## config.mk

```make
export PLATFORM = sky130hd
export DESIGN_NAME = uart_tx_arbiter
export DESIGN_NICKNAME = d
export VERILOG_FILES = /design/src/rtl/uart_tx_arbiter.sv
export SDC_FILE = /design/constraint.sdc
export NUM_CORES = 1
export LEC_CHECK = 0
export CORE_ASPECT_RATIO = 1.4
export CORE_UTILIZATION = 37
export CTS_BUF_LIST = sky130_fd_sc_hd__clkbuf_8
export DETAILED_ROUTE_END_ITERATION = 12
export GPL_TIMING_DRIVEN = 0
export PLACE_DENSITY = 0.73
export RECOVER_POWER = 100
export SLEW_MARGIN = 30
export SYNTH_ARGS = -nofsm -noshare
export SYNTH_HDL_FRONTEND = slang
export SYNTH_SLANG_ARGS = --single-unit
```

## constraint.sdc

```tcl
create_clock -name clk -period 2.2 [get_ports clk]
set_clock_uncertainty 0.2 [all_clocks]
set_input_delay 0.44 -clock clk [delete_from_list [all_inputs] [get_ports clk]]
set_output_delay 0.44 -clock clk [all_outputs]
set_load 0.1 [all_outputs]
```

## src/rtl/uart_tx_arbiter.sv

```systemverilog
// Round-robin scheduler sharing one UART transmit path between NREQ requesters.
// Optional WAIT watchdog enabled by defining UART_ARB_TIMEOUT_EN.
module uart_tx_arbiter #(
   parameter int unsigned NREQ      = 4,
   parameter int unsigned DW        = 3,
   parameter int unsigned TO_CYCLES = 200000
) (
   input  logic                      clk,
   input  logic                      rst,
   input  logic [NREQ-1:0]           req,
   input  logic [NREQ*DW-1:0]        data,
   output logic [NREQ-1:0]           ack,
   output logic [NREQ-1:0]           done,
   output logic                      tx_start,
   output logic [DW-1:0]             din,
   input  logic                      tx_done,
   output logic                      busy,
   output logic [$clog2(NREQ)-1:0]   owner,
   output logic                      timeout_err
);

   localparam int unsigned OW = $clog2(NREQ);

   typedef enum logic [1:0] {IDLE, START, WAIT} state_t;

   state_t          state;
   logic [OW-1:0]   last_grant;
   logic [OW-1:0]   sel;
   logic [OW-1:0]   cand_idx;
   logic            hit;
   int unsigned     cand;
   logic [DW-1:0]   frame [NREQ];

   always_comb begin
      for (int unsigned i = 0; i < NREQ; i++) begin
         frame[i] = data[i*DW +: DW];
      end
   end

   // Scan upward from the slot after the last grant, wrapping at NREQ.
   always_comb begin
      sel      = '0;
      hit      = 1'b0;
      cand     = 0;
      cand_idx = '0;
      for (int unsigned i = 1; i <= NREQ; i++) begin
         cand = 32'(last_grant) + i;
         if (cand >= NREQ) begin
            cand = cand - NREQ;
         end
         cand_idx = OW'(cand);
         if (!hit && req[cand_idx]) begin
            hit = 1'b1;
            sel = cand_idx;
         end
      end
   end

   assign busy = (state != IDLE);

`ifdef UART_ARB_TIMEOUT_EN
   localparam int unsigned CW = $clog2(TO_CYCLES + 1);
   logic [CW-1:0] cnt;

   always_ff @(posedge clk or negedge rst) begin
      if (!rst) begin
         state       <= IDLE;
         din         <= '0;
         owner       <= '0;
         last_grant  <= OW'(NREQ - 1);
         ack         <= '0;
         done        <= '0;
         tx_start    <= 1'b0;
         timeout_err <= 1'b0;
         cnt         <= '0;
      end else begin
         ack         <= '0;
         done        <= '0;
         tx_start    <= 1'b0;
         timeout_err <= 1'b0;
         case (state)
            IDLE: begin
               if (hit) begin
                  din      <= frame[sel];
                  owner    <= sel;
                  tx_start <= 1'b1;
                  ack      <= NREQ'(1) << sel;
                  state    <= START;
               end
            end
            START: begin
               cnt   <= '0;
               state <= WAIT;
            end
            WAIT: begin
               // tx_done on the expiry edge takes priority over the watchdog.
               if (tx_done) begin
                  done       <= NREQ'(1) << owner;
                  last_grant <= owner;
                  state      <= IDLE;
               end else if (cnt == CW'(TO_CYCLES - 1)) begin
                  timeout_err <= 1'b1;
                  last_grant  <= owner;
                  state       <= IDLE;
               end else begin
                  cnt <= cnt + 1'b1;
               end
            end
            default: state <= IDLE;
         endcase
      end
   end
`else
   logic unused_to_cycles;
   assign unused_to_cycles = (TO_CYCLES == 0);
   assign timeout_err      = 1'b0;

   always_ff @(posedge clk or negedge rst) begin
      if (!rst) begin
         state      <= IDLE;
         din        <= '0;
         owner      <= '0;
         last_grant <= OW'(NREQ - 1);
         ack        <= '0;
         done       <= '0;
         tx_start   <= 1'b0;
      end else begin
         ack      <= '0;
         done     <= '0;
         tx_start <= 1'b0;
         case (state)
            IDLE: begin
               if (hit) begin
                  din      <= frame[sel];
                  owner    <= sel;
                  tx_start <= 1'b1;
                  ack      <= NREQ'(1) << sel;
                  state    <= START;
               end
            end
            START: state <= WAIT;
            WAIT: begin
               if (tx_done) begin
                  done       <= NREQ'(1) << owner;
                  last_grant <= owner;
                  state      <= IDLE;
               end
            end
            default: state <= IDLE;
         endcase
      end
   end
`endif

endmodule

```

**Word level (Yosys, flattened, before mapping)**

Index checks and enable logic that the tools add are counted.

- Shifts and indexed selects: 2
- Order comparisons: 9
- Add/sub/neg operators: 8
- Bitwise operators: 1
- Equal/unequal tests: 4
- Muxes and demuxes: 32
- Reduce and logical (&&, ||, !) cells: 11

Operators by type and width:

| operator | count |
|---|---|
| two-way mux 2 bit | 10 |
| two-way mux 4 bit | 4 |
| >= comparator 3 bit (second input constant) | 4 |
| less-than comparator 2 x 3 -> 1 bit (second input constant) | 4 |
| two-way mux 1 bit | 10 |
| binary-select mux 1 bit (select 2 bit) | 4 |
| << shifter 1 x 2 -> 4 bit (first input constant) | 2 |
| subtractor 2 x 1 -> 2 bit (second input constant) | 4 |
| adder 2 x 2 -> 3 bit (second input constant) | 2 |
| binary-select mux 3 bit (select 2 bit) | 1 |
| two-way mux 3 bit | 2 |
| one-hot mux 2 bit (3 select lines) | 1 |
| AND reduction 2 bit | 3 |
| adder 2 x 3 -> 4 bit (second input constant) | 1 |
| >= comparator 4 x 3 -> 1 bit (second input constant) | 1 |
| inequality test 2 bit (second input constant) | 2 |
| adder 2 x 1 -> 3 bit (second input constant) | 1 |
| logical AND 1 bit | 3 |
| logical NOT 1 bit | 3 |
| NOT 2 -> 3 bit | 1 |
| == test 2 x 1 -> 1 bit (second input constant) | 1 |
| == test 2 bit (second input constant) | 1 |
| logical NOT 2 bit | 1 |
| nonzero test 2 bit | 1 |

- Bits of input ports: 19
- Output and inout port bits: 16
- Register bits: 18

**Longest topological paths before layout**

- Word-level depth: 19
- Gate-level depth with buffers: 6
- Gate-level depth less buffers: 5

**Least setup slack after synthesis**

Ideal clock, no wire load.

- Path type: reg-to-reg
- From: register state[1]
- To: register din[2]
- Buffers on the path: 0
- Path slack: -27 ps
- Data arrival time: 1904 ps
- Cell stages (with the launch flop): 6
- Path through: dfrtp_1 or2_1 nor2_2 o31ai_2 a221o_1 o221a_2

- Longest elaborated chain between the ends: 2

RTL lines:

| what | RTL line | source |
|---|---|---|
| start: declaration | 26 | `state_t state;` |
| start signal: assignment | 120 | `state <= IDLE;` |
| start signal: assignment | 138 | `state <= START;` |
| start signal: assignment | 141 | `START: state <= WAIT;` |
| logical NOT 2 bit | 131 | `case (state)` |
| AND reduction 2 bit (no line) | - |  |
| end signal: assignment | 134 | `din <= frame[sel];` |
| end: declaration | 15 | `output logic [DW-1:0] din,` |

No other way between the ends.
A chain may end at the register's enable or synchronous reset.

**Worst setup path in the final report**

- From: register owner[1]
- To: output owner[1]

RTL lines:

| what | RTL line | source |
|---|---|---|
| start: declaration | 18 | `output logic [$clog2(NREQ)-1:0] owner,` |
| start signal: assignment | 135 | `owner <= sel;` |

No word-level cell between the ends.

==> results.sh <==
export IMPL_status="finished, final reports clean"
export IMPL_fin_cells=140
export IMPL_crit_chain="dlygate4sd2_1"
export IMPL_grt_use_met3_pct=0.920
export IMPL_postRouteAntennaNets=0
export IMPL_worstPathArrival_ns=1.50
export IMPL_critPathMaxStageDelay_ns=0.87
export IMPL_design_area_mm2=0.00121
export IMPL_crit_family="buffers and inverters"
export IMPL_finalSetupTns_ns=0
export IMPL_busiest_layer="met2"
export IMPL_cp_max_fo=4
export IMPL_grt_overflow_total=0
export IMPL_worst_path_buf_inv=1
export IMPL_rsz0062_at_grt="no"
export IMPL_cts_max_level=1
export IMPL_synth_distinct_cells=31
export IMPL_dp_hpwl_mm=1.31
export IMPL_period_share_pct=97.4
export IMPL_root_buffer="clkbuf_8"
export IMPL_track_usage_pct=15.0
export IMPL_fp_row_count=20
export IMPL_drive_gt1_share_pct=19.5
export IMPL_via_per_inst=5.13
export IMPL_core_area_mm2=0.00218
export IMPL_crit_path_end_kind="primary output"
export IMPL_globalplace_congestion=0.764
export IMPL_ios=35
export IMPL_routedWlPerCell_um=12.3
export IMPL_synth_top_area_cell="dfrtp_1"
export IMPL_tightestPinTransition_ns=1.17
export IMPL_r2r_cells=5
export IMPL_ys_seq_area_share_pct=52.9
export IMPL_drc_errors=0
export IMPL_grt_pass1_vias=696
export IMPL_start_util_pct=39.3
export IMPL_ys_seq_elements=18
export IMPL_cap_violations=0
export IMPL_layout_min_cycle_time_ns=2.14
export IMPL_setup_viol=0
export IMPL_gr_usage_met1_pct=15.9
export IMPL_yosys_top_cells_area="dfrtp_1, dfstp_2, nor2_1"
export IMPL_cp_slowest_cell="dlygate4sd2_1"
export IMPL_drt_iter0_markers=7
export IMPL_placed_area_mm2=0.00121
export IMPL_netlist_area_um2=856
export IMPL_antenna_found_initial=0
export IMPL_clock_tree_buffer_depth=2
export IMPL_synth_top_area_share_pct=46.8
export IMPL_dieHeight_um=58.9
export IMPL_diodes=0
export IMPL_grt_start_max_net_pins=19
export IMPL_vias=718
export IMPL_hold_viol_final=0
export IMPL_numCtsBuffers=3
export IMPL_worstSetupStartpointType="flop"
export IMPL_criticalPathCategory="flop to primary output"
export IMPL_grt_pass1_wl_mm=2.84
export IMPL_drv_slew=0
export IMPL_synthCells=77
export IMPL_hold_class="flop to flop"
export IMPL_first_pass_iters=4
export IMPL_postSynth_asyncResetShare_pct=100
export IMPL_syn_area_per_cell_um2=11.1
export IMPL_cts_sinks=18
export IMPL_cp_required_ns=1.56
export IMPL_synth_flop_cell="dfrtp_1"
export IMPL_min_path_cells=1
export IMPL_yosysWarnings=0
export IMPL_worstSetupPathDepth=1
export IMPL_gr_usage_met2_pct=28.1
export IMPL_relSlewSlack_pct=22.0
export IMPL_synth_edff_count=0
export IMPL_clk_pin_slew_worst_paths_ns=0.06
export IMPL_io_buffers=33
export IMPL_layout_nets=138
export IMPL_cts_tree="done"
export IMPL_area_delta_synth_final_pct=41.5
export IMPL_routed_wl_mm=1.73
export IMPL_fp_dieArea_mm2=0.00251
export IMPL_mappedNetlistNets=96
export IMPL_clk_latency_ns=0.24
export IMPL_dp_cells=132
export IMPL_max_freq_mhz=467
export IMPL_die_w_um=42.6
final timing paths:
check	start	to	slack (ns)
max	owner[1]$_DFFE_PN0P_	owner[1]	0.06
min	state[1]$_DFFE_PN0P_	state[1]$_DFFE_PN0P_	0.28
max reg2reg	last_grant[1]$_DFFE_PN1P_	din[0]$_DFFE_PN0P_	0.22
min reg2reg	state[1]$_DFFE_PN0P_	state[1]$_DFFE_PN0P_	0.28
max in group asynchronous	rst	done[2]$_DFF_PN0_	0.80
min in group asynchronous	rst	state[0]$_DFFE_PN0P_	0.52
cell usage in the layout, fill, tap and decap left out, drive strengths merged, types with 2 or more instances in the layout:
cell           count
nor2              11
a21boi             2
mux2               4
dfrtp             16
dfstp              2
o21ai              4
nand2b             2
o221a              3
nor2b              3
dlymetal6s2s       2
clkbuf            19
buf                3
dlygate4sd3        2
a221o              3
nand2              8
inv                3
clkdlybuf4s50     14
nor3               3
timing repair:
item,4_1_cts,5_1_grt
resized for setup,15,6
setup buffers,0,4
hold buffers,0,0
endpoints found under the setup margin,15,4
endpoints found under the hold margin,0,0
pin swaps,0,2
per-layer routing:
metal / wire (um) / up-vias
li1: - / 350
met1: 677 / 345
met2: 965 / 21
met3: 55 / 2
met4: 29 / 0
met5: 0 / -
per-stage QoR:
| stage | setup WS, ns | util [%] | hold slack (ns) |
|---|---|---|---|
| 2_1_floorplan | 0.126 | - | -0.0556 |
| 3_3_place_gp | -0.213 | 55.7 | 0.262 |
| 3_5_place_dp | -0.254 | 55.7 | 0.281 |
| 4_1_cts | -0.0354 | 57.0 | 0.289 |
| 5_1_grt | 0.00863 | 55.6 | 0.308 |
| 6_report | 0.0573 | 55.6 | 0.285 |
flip-flops by register name, summed over array words and instances (netlist names):
register    cells
din             3
tx_start        1
ack             4
done            4
owner           2
last_grant      2
state           2
cell type report:
class / count / area (um^2)
plain buffers: 2 / 18.8
clock buffers: 3 / 41.3
clock inverters: 1 / 3.75
fillers: 201 / 966
inverters: 2 / 7.51
multi-input cells: 55 / 379
flip-flops and latches: 18 / 453
well taps: 22 / 27.5
repair buffers: 37 / 280
cells in the mapped netlist (all sizes together), types with 2 or more instances:
cell,instances
nand2b,2
buf,2
dfstp,2
nor3,3
o221a,3
dfrtp,16
mux2,4
inv,2
nor2b,3
nor2,11
nand2,8
a221o,3
o21ai,4
a21boi,2
kinds of logic after synthesis:
| logic type | Yosys count | synth area share, % |
|---|---|---|
| multiplexers | 5 | 7.31 |
| flip-flops | 18 | 52.9 |
| other | 1 | 0.438 |
| AO/OA/AOI/OAI | 16 | 17.7 |
| AND/OR/NAND/NOR | 33 | 18.6 |
| buffers and inverters | 4 | 3.07 |
Power is left out: the tool's default activity adds up to more than one toggle a clock period on the data nets, which glitch-free logic cannot reach.
==> RTL edit (same settings) <==
Set the parameter `DW` to 5 (it was 3).
--- a/src/rtl/uart_tx_arbiter.sv
+++ b/src/rtl/uart_tx_arbiter.sv
@@ -2,7 +2,7 @@
 // Optional WAIT watchdog enabled by defining UART_ARB_TIMEOUT_EN.
 module uart_tx_arbiter #(
    parameter int unsigned NREQ      = 4,
-   parameter int unsigned DW        = 3,
+   parameter int unsigned DW        = 5,
    parameter int unsigned TO_CYCLES = 200000
 ) (
    input  logic                      clk,
Interface: changed (resized data and din); port bits go from 35 to 45. The function was not compared with the original's and may differ.
==> RTL edit against the unedited design <==
  * Sequential cell count is 2 higher
  * Routed wire length is 26% higher
  * Design area is 18% higher
  * Synthesized area grew 15%
  * Critical path type unchanged
  * Critical endpoint unchanged
  * Largest cell class unchanged
  * Cell count up 27%
  * Critical path depth unchanged
  * Setup slack got worse by 0.011 ns
Power is left out: the tool's default activity adds up to more than one toggle a clock period on the data nets, which glitch-free logic cannot reach.
==> RTL edit: results (changes against the unedited design) <==
- The flow ran to the end, and the final reports show no timing, DRC or antenna violations.
- The level count of the clock H-tree was 1 (unchanged).
- The number of different library cells in the post-synthesis netlist is 30 (-3.2%).
- The largest net degree at the start of global routing is 21 (+2).
- The number of diodes added for antenna fixing is 0 (unchanged).
- The share of the synthesized area in compound gates (AO/OA/AOI/OAI) is 18.0% (+0.33 points).
- The proportion of synthesized area in mux cells is 7.23% (-0.076 points).
- The ratio of cells with drive above 1 in the final layout is 12.5% (-7.0 points).
- The number of buffers inserted by post-CTS setup repair is 0 (unchanged).
- Counting instances in the post-synthesis netlist gives the leading cell types as dfrtp_1 (18), nor2_1 (18), nand2_1 (10).
- The worst min-delay path class is reg -> reg.
- The met2 global-route usage is 28.4% (+0.25 points).
- The first-pass GRT wire length is 3630 um (+28%).
- The biggest cell delay along the critical path is 0.87 ns (about the same).
- The net count after synthesis is 123 (+28%).
- The first-iteration detailed-routing DRC count is 14 (+7).
- For this design, the slowest cell found on the critical path is dlygate4sd2_1.
- The quantity of I/O buffers inserted on ports came to 43 (+30%).
- The via count of the first global-routing pass is 850 (+22%).
- The number of buffers between clock root and the deepest sink is 2 (unchanged).
- The amount of wire on met3 after detailed routing is 80 um (+45%).
- The CTS buffer count is 3 (unchanged).
- The number of warning messages in the yosys log is 0 (unchanged).
- The final routed wirelength across all metal layers is 2180 um (+26%).
- In the final layout, the registers with the most flip-flops are din (5), ack (4), done (4).
- The mean number of vias per cell was 4.98 (-2.9%).
- CTS placed an instance of clkbuf_8 at the clock tree root.
- The adder-cell area share of the yosys netlist came to 0% (unchanged).
- The pre-CTS setup slack came to -0.230 ns (+0.0233 ns).
- The kind of cell with the highest combined delay along the critical path is buffers and inverters.
- The portion of the post-synthesis area used by sequential elements was 51.0% (-1.9 points).
- The met1 global-route usage was 20.4% (+4.5 points).
- The maximum fanout count along the critical path is 4 (unchanged).
- The highest metal layer with signal wires is met4.
- Clock latency on the worst-skew pair, taken at its later pin, is about 0.25 ns.
- The weighted congestion reported at the end of routability-driven placement is 0.760 (-0.59%).
- The total global routing track utilization came to 17.2% (+2.2 points).
- The met3 demand-to-capacity share in global routing is 2.29% (+1.4 points).
- The met2 layer wire length in the routed design is 1180 um (+22%).
- The wire length the detailed router placed on met1 was 861 um (+27%).
- The number of antenna violations at the first check in global routing was 0 (unchanged).
- The share of synthesized registers carrying an async set or reset is 100% (unchanged).
- The final-stage net count is 172 (+25%).
- The clock transition at the registers of the reported paths is around 0.07 ns.
- By area the synthesized netlist is led by dfrtp_1 (46%), nor2_1 (6.9%), mux2i_1 (6.1%), dfstp_2 (5.3%), a221oi_1 (4.4%).
- The fraction of synthesized cell area in xor and xnor cells is 0% (unchanged).
- The transition time at the pin with the least slew margin is 1.17 ns (-0.00119 ns).
- The detailed placement HPWL was 1710 um (+30%).
- The highest-utilization routing layer at the global route stage is met2.
- The fill cell total of the finished layout is 245 (+22%).
- The iteration count of the initial detailed-routing pass is 4 (unchanged).
- The setup TNS after final layout is 0 ns (unchanged).
- For the worst setup path, the data arrival time is 1.51 ns.
## RTL edit: changes by cell type after synthesis, moves of 3 or more
| cell | delta |
|---|---|
| mux2i_1 | +5 |
| a221oi_1 | +5 |
| nor2_1 | +8 |
| a221o_1 | -3 |
| a211oi_1 | +5 |
## RTL edit: final cells by class
| cell class | instances | area, um^2 | share of cell area (%) |
|---|---|---|---|
| Buffer | 3 | 23.8 | 1.66 |
| Clock buffer | 4 | 55.1 | 3.84 |
| Inverter | 2 | 7.51 | 0.524 |
| Multi-Input combinational cell | 71 | 464 | 32.4 |
| Sequential cell | 20 | 503 | 35.1 |
| Tap cell | 34 | 42.5 | 2.97 |
| Timing Repair Buffer | 44 | 338 | 23.6 |
## RTL edit: final timing paths
kind	endpoint	startpoint	cells past startpoint	slack [ns]
max reg2reg	din[4]$_DFFE_PN0P_	last_grant[1]$_DFFE_PN1P_	5	0.29
min reg2reg	done[1]$_DFF_PN0_	owner[1]$_DFFE_PN0P_	1	0.29
min in group asynchronous	state[0]$_DFFE_PN0P_	rst	2	0.67
min	done[1]$_DFF_PN0_	owner[1]$_DFFE_PN0P_	1	0.29
max in group asynchronous	din[1]$_DFFE_PN0P_	rst	2	0.52
max	owner[1]	owner[1]$_DFFE_PN0P_	1	0.05
## RTL edit: timing repair
action	4_1_cts	5_1_grt
setup endpoints to repair	17	7
gates resized for setup	17	7
hold buffers	0	1
hold endpoints to repair	0	18
pin swaps	0	1
## RTL edit: stage by stage
| stage | instances | area, um^2 |
|---|---|---|
| after global routing | 178 | 1430 |
| final | 178 | 1430 |
| after floorplan | 96 | 986 |
| after detailed placement | 173 | 1460 |
| after CTS | 177 | 1490 |
| after global placement | 173 | 1460 |
